<file path="src/rtl/nic_pkg.sv">
// Shared types for the NIC host-port arbiter: FSM states, operation kinds, default byte width.
package nic_pkg;

  localparam int DATA_W_DEF = 8;

  typedef enum logic [1:0] {
    IDLE = 2'd0,
    WR   = 2'd1,
    RD   = 2'd2,
    CAP  = 2'd3
  } state_e;

  typedef enum logic {
    OP_WR = 1'b0,
    OP_RD = 1'b1
  } op_e;

endpackage

</file>
<file path="src/rtl/nic_rr_pick.sv">
// Combinational two-way round-robin select: a lone eligible requester wins,
// otherwise the requester named by rr_i wins.
module nic_rr_pick (
  input  logic [1:0] elig_i,
  input  logic       rr_i,
  output logic       winner_o,
  output logic       grant_valid_o
);

  always_comb begin
    grant_valid_o = |elig_i;
    winner_o      = rr_i;
    if (elig_i == 2'b01) begin
      winner_o = 1'b0;
    end else if (elig_i == 2'b10) begin
      winner_o = 1'b1;
    end
  end

endmodule

</file>
<file path="src/rtl/nic_port_arbiter.sv">
// Round-robin sharing of one UART NIC host port between two requesters.
// Optional per-requester grant counters are built when NIC_ARB_STATS_EN is defined.
module nic_port_arbiter
  import nic_pkg::*;
#(
  parameter int DATA_W = DATA_W_DEF
`ifdef NIC_ARB_STATS_EN
  , parameter int CNT_W = 4
`endif
) (
  input  logic              clk,
  input  logic              rst,
  input  logic              r0_wr_req,
  input  logic              r0_rd_req,
  input  logic [DATA_W-1:0] r0_wr_data,
  output logic              r0_ack,
  output logic [DATA_W-1:0] r0_rd_data,
  input  logic              r1_wr_req,
  input  logic              r1_rd_req,
  input  logic [DATA_W-1:0] r1_wr_data,
  output logic              r1_ack,
  output logic [DATA_W-1:0] r1_rd_data,
  output logic [DATA_W-1:0] send_data_to_nic,
  output logic              write_nic,
  output logic              read_nic,
  input  logic [DATA_W-1:0] rec_data_from_nic,
  input  logic              nic_tx_full,
  input  logic              nic_rx_empty,
  output logic              busy
`ifdef NIC_ARB_STATS_EN
  , output logic [CNT_W-1:0] r0_grant_cnt,
  output logic [CNT_W-1:0]   r1_grant_cnt
`endif
);

  state_e            state_q;
  logic              rr_q;
  logic              owner_q;
  logic [1:0]        ack_q;
  logic [DATA_W-1:0] rdd0_q;
  logic [DATA_W-1:0] rdd1_q;
  logic [DATA_W-1:0] send_q;
  logic              wr_q;
  logic              rd_q;
  logic              busy_q;

  logic [1:0]        wr_req;
  logic [1:0]        rd_req;
  logic [1:0]        el_wr;
  logic [1:0]        el_rd;
  logic [1:0]        elig;
  logic              winner;
  logic              grant_valid;
  op_e               win_op;
  logic [DATA_W-1:0] win_data;

  assign wr_req = {r1_wr_req, r0_wr_req};
  assign rd_req = {r1_rd_req, r0_rd_req};

  // A requester being acked this cycle is still showing its old request level.
  assign el_wr = wr_req & ~ack_q & {2{~nic_tx_full}};
  assign el_rd = rd_req & ~ack_q & {2{~nic_rx_empty}};
  assign elig  = el_wr | el_rd;

  nic_rr_pick u_pick (
    .elig_i        (elig),
    .rr_i          (rr_q),
    .winner_o      (winner),
    .grant_valid_o (grant_valid)
  );

  assign win_op   = el_wr[winner] ? OP_WR : OP_RD;
  assign win_data = winner ? r1_wr_data : r0_wr_data;

  always_ff @(posedge clk) begin
    if (rst) begin
      state_q <= IDLE;
      rr_q    <= 1'b0;
      owner_q <= 1'b0;
      ack_q   <= '0;
      rdd0_q  <= '0;
      rdd1_q  <= '0;
      send_q  <= '0;
      wr_q    <= 1'b0;
      rd_q    <= 1'b0;
      busy_q  <= 1'b0;
    end else begin
      wr_q  <= 1'b0;
      rd_q  <= 1'b0;
      ack_q <= '0;
      case (state_q)
        IDLE: begin
          if (grant_valid) begin
            owner_q <= winner;
            rr_q    <= ~winner;
            busy_q  <= 1'b1;
            if (win_op == OP_WR) begin
              state_q       <= WR;
              send_q        <= win_data;
              wr_q          <= 1'b1;
              ack_q[winner] <= 1'b1;
            end else begin
              state_q <= RD;
              rd_q    <= 1'b1;
            end
          end else begin
            busy_q <= 1'b0;
          end
        end
        WR: begin
          state_q <= IDLE;
          busy_q  <= 1'b0;
        end
        RD: begin
          state_q <= CAP;
          busy_q  <= 1'b1;
        end
        CAP: begin
          // NIC read data is valid in this cycle, one cycle after read_nic.
          state_q        <= IDLE;
          busy_q         <= 1'b0;
          ack_q[owner_q] <= 1'b1;
          if (owner_q) begin
            rdd1_q <= rec_data_from_nic;
          end else begin
            rdd0_q <= rec_data_from_nic;
          end
        end
        default: begin
          state_q <= IDLE;
          busy_q  <= 1'b0;
        end
      endcase
    end
  end

  assign r0_ack           = ack_q[0];
  assign r1_ack           = ack_q[1];
  assign r0_rd_data       = rdd0_q;
  assign r1_rd_data       = rdd1_q;
  assign send_data_to_nic = send_q;
  assign write_nic        = wr_q;
  assign read_nic         = rd_q;
  assign busy             = busy_q;

`ifdef NIC_ARB_STATS_EN
  logic [CNT_W-1:0] cnt0_q;
  logic [CNT_W-1:0] cnt1_q;

  // Counts settle one cycle after each ack pulse and wrap naturally.
  always_ff @(posedge clk) begin
    if (rst) begin
      cnt0_q <= '0;
      cnt1_q <= '0;
    end else begin
      cnt0_q <= cnt0_q + CNT_W'(ack_q[0]);
      cnt1_q <= cnt1_q + CNT_W'(ack_q[1]);
    end
  end

  assign r0_grant_cnt = cnt0_q;
  assign r1_grant_cnt = cnt1_q;
`endif

endmodule

</file>
<file path="config.mk">
export PLATFORM = sky130hd
export DESIGN_NAME = nic_port_arbiter
export DESIGN_NICKNAME = d
export VERILOG_FILES = /design/src/rtl/nic_pkg.sv /design/src/rtl/nic_rr_pick.sv /design/src/rtl/nic_port_arbiter.sv
export SDC_FILE = /design/constraint.sdc
export NUM_CORES = 1
export LEC_CHECK = 0
export BUFFER_PORTS_ARGS = -buffer_cell sky130_fd_sc_hd__buf_2
export CAP_MARGIN = 0
export CORE_MARGIN = 3
export CORE_UTILIZATION = 50
export CTS_CLUSTER_DIAMETER = 50
export CTS_CLUSTER_SIZE = 40
export DETAILED_ROUTE_END_ITERATION = 8
export PLACE_DENSITY = 0.93
export SYNTH_ARGS = -nofsm -noshare
export SYNTH_HDL_FRONTEND = slang
export SYNTH_HIERARCHICAL = 1
export SYNTH_SLANG_ARGS = --single-unit
</file>
<file path="constraint.sdc">
create_clock -name clk -period 5.1 [get_ports clk]
set_input_delay 1.53 -clock clk [delete_from_list [all_inputs] [get_ports clk]]
set_output_delay 1.53 -clock clk [all_outputs]
set_load 0.05 [all_outputs]
</file>
==> flow_summary_export.csv <==
group,metric,value,unit
pwr,totalPowerFinal,799,uW
floorplan,floorplan.die.height,60.0,um
pwr,cellPowerDensity,433,nW/um2
timing,unrepaired_setup_endpoints_after_global_routing,"false",
floorplan,core_region_area,2610,um2
timing,finalCriticalPeriod,3020,ps
clock_tree,tritoncts_clock_tree,"yes",
clock_tree,clockRootBuffer,"clkbuf_4",
clock_tree,number_of_buffers_created_by_cts,5,
pwr,sequentialPowerShare,0.394,
finish,final_layout_size_suffix_gt1_frac,0.351,
pwr,leakage,0.000850,uW
synthesis,yosys.cell_types.count,27,
synthesis,ys_warn_count,6,
global_route,grt_start_max_net_pins,43,
clock_tree,clk_pin_slew,90,ps
routing,detailed_route_drc_error_count,0,
worst_setup_path,data_required_time_of_the_worst_path,5330,ps
finish,ff_latch_area,661,um2
pwr,vdd.ir_drop.worst,0.338,mV
pwr,power_switching,292,uW
timing,post-route-period-util,0.591,
timing,setup_viol_count_final,0,
floorplan,floorplan.rows,18,
timing,fin_worst_skew,5.98,ps
timing,report.final.slew_viol_count,0,
timing,transition_at_the_pin_with_the_smallest_max_transition_slack,684,ps
routing,drtIter0Drc,21,
clock_tree,ctsHoldBuffers,0,
synthesis,postSynthRegisterBits,33,
finish,instances_no_fill,255,
global_route,first_global_vias,1315,
placement,placedCellCount,247,
clock_tree,cts_max_path_buffers,2,
placement,gp_routability_congestion,0.800,
routing,dr_total_vias,1347,
global_route,antenna_violations_before_repair,0,
worst_setup_path,crit_path_max_fanout,12,
finish,antenna_diode_count,0,
pwr,internal_pwr_total,507,uW
floorplan,fp.dieW,60.0,um
pwr,comb_power_share,0.352,
worst_setup_path,worstSetupStartpointType,"input port",
flow_run,max_cap_violations,0,
finish,finish.instance_area,1850,um2
finish,n_fill_cell,220,
worst_setup_path,worst_setup_path_end_kind,"register",
timing,fin_tns_setup,0,ps
timing,timing.hold.ws,457,ps
clock_tree,post_cts.resized_instances,0,
clock_tree,cts-htree-levels,2,
floorplan,design.die.area,3600,um2
pwr,power.share.switching,0.365,
timing,max_slew_margin,0.544,
worst_hold_path,class_of_the_tightest_hold_or_removal_check,"register to register",
finish,final_cell_mix,"buf_2, dfxtp_1, nand2_1, a21oi_1, nor2_1",
timing,timing_hold_violations_final,0,
placement,place.detailed.hpwl,2570,um
synthesis,synth.cell_area,1460,um2
timing,fmax,0.332,GHz
global_route,globalRouteTotalUtil,0.205,
placement,io_buffer_count,60,
routing,postRouteAntennaNets,0,
routing,drt-total-wl,3340,um
finish,layout.cells.most_common,"buf_2",
finish,flow.area_growth_from_synthesis,26.7,%
finish,multi_input_combinational_cell_area,747,um2
clock_tree,postcts_setup_bufs,0,
synthesis,synth-seq-area-share,0.454,
clock_tree,clock_latency,330,ps
status,outcome,"finished clean",
routing,avgRoutedWirePerCell,13.1,um
global_route,grt_pass1_wl,5550,um
synthesis,post_synth_net_total,201,
worst_setup_path,path_class,"input port to register",
synthesis,post_syn_instances,166,
synthesis,synth_edf_count,0,
synthesis,async_flop_share,0,
synthesis,synthesis.area_per_instance,8.77,um2
synthesis,ys.flop_type,"dfxtp_1",
worst_setup_path,worstPathArrival,3240,ps
clock_tree,clock_sinks,33,
routing,detail_route.first_pass.iterations,4,
global_route,globalRouteOverflowTotal,0,
floorplan,initial_utilization,0.557,
pwr,power_frac_clock,0.254,
placement,postPlaceCellArea,1760,um2
finish,design.final.nets,259,
floorplan,boundaryPins,61,
routing,ratio_of_routed_vias_to_standard_cells,5.28,
## worst max-delay path, stage by stage
cell	delay, ps
buf_2	130
nand2b_1	160
a21oi_1	220
nor2_1	80
o21ai_1	120
buf_4	240
and4bb_2	330
o21bai_4	130
mux2_2	300
## path summary, 6_finish.rpt
check / from / endpoint / slack [ps] / depth (start not counted)
setup / recovery: nic_tx_full / send_data_to_nic[2] / 2080 / 9
hold / removal: r1_rd_data[5] / r1_rd_data[5] / 460 / 2
setup reg to reg: ack_q[1] / send_data_to_nic[2] / 3210 / 7
hold reg to reg: r1_rd_data[5] / r1_rd_data[5] / 460 / 2
## flip-flops by register name, indices dropped and copies added, names as in the netlist
name              count
rr_q                  1
r1_rd_data            8
owner_q               1
ack_q                 2
write_nic             1
read_nic              1
busy                  1
r0_rd_data            8
state_q               2
send_data_to_nic      8
## cells by family (layout without fill, tap and decap cells)
| family | count (synthesis) | count (layout) | share of synthesized area |
|---|---|---|---|
| AND/OR/NAND/NOR | 72 | 72 | 0.247 |
| adder cells (fa/ha/maj) | 3 | 3 | 0.0258 |
| AO/OA/AOI/OAI | 30 | 30 | 0.124 |
| buffers and inverters | 12 | 71 | 0.0335 |
| flip-flops | 33 | 33 | 0.454 |
| multiplexers | 16 | 16 | 0.117 |
## cell usage after synthesis (all sizes together), types with 2 or more instances
| library cell | n | area share |
|---|---|---|
| nand2 | 28 | 0.072 |
| mux2 | 8 | 0.062 |
| a311oi | 2 | 0.012 |
| nor3 | 3 | 0.010 |
| nand2b | 7 | 0.030 |
| inv | 2 | 0.0052 |
| a21oi | 21 | 0.072 |
| o21ai | 3 | 0.010 |
| dfxtp | 33 | 0.45 |
| clkbuf | 6 | 0.016 |
| buf | 4 | 0.012 |
| ha | 3 | 0.026 |
| mux2i | 8 | 0.055 |
| nand3 | 9 | 0.031 |
| nor2b | 9 | 0.039 |
| nor2 | 12 | 0.031 |
## layout make-up
class,count,share of cell area
Timing Repair Buffer,61,0.167
Clock buffer,7,0.0298
Multi-Input combinational cell,121,0.405
Tap cell,30,0.0203
Clock inverter,1,0.0163
Inverter,2,0.00407
Sequential cell,33,0.358
## stage by stage
step | setup WS [ps] | util
global route | 1970 | 0.706
floorplan | 2050 | -
detailed placement | 1750 | 0.674
CTS | 2120 | 0.706
global placement | 1840 | 0.674
finish | 2080 | 0.706
## power by group through the flow
stage / Sequential (uW) / Clock (uW) / Combinational (uW)
3_3_place_gp: 321 / 0 / 273
2_1_floorplan: 389 / 0 / 150
3_5_place_dp: 320 / 0 / 281
6_report: 315 / 203 / 281
5_1_grt: 319 / 215 / 306
4_1_cts: 315 / 206 / 281
## metal layers
| layer | vias up | wire length, um | track usage |
|---|---|---|---|
| met4 | 0 | 84 | 0.114 |
| met1 | 600 | 1410 | 0.247 |
| met5 | - | 0 | 0 |
| met3 | 10 | 223 | 0.0562 |
| li1 | 682 | - | - |
| met2 | 55 | 1620 | 0.329 |
(Power assumes the default switching activity.)
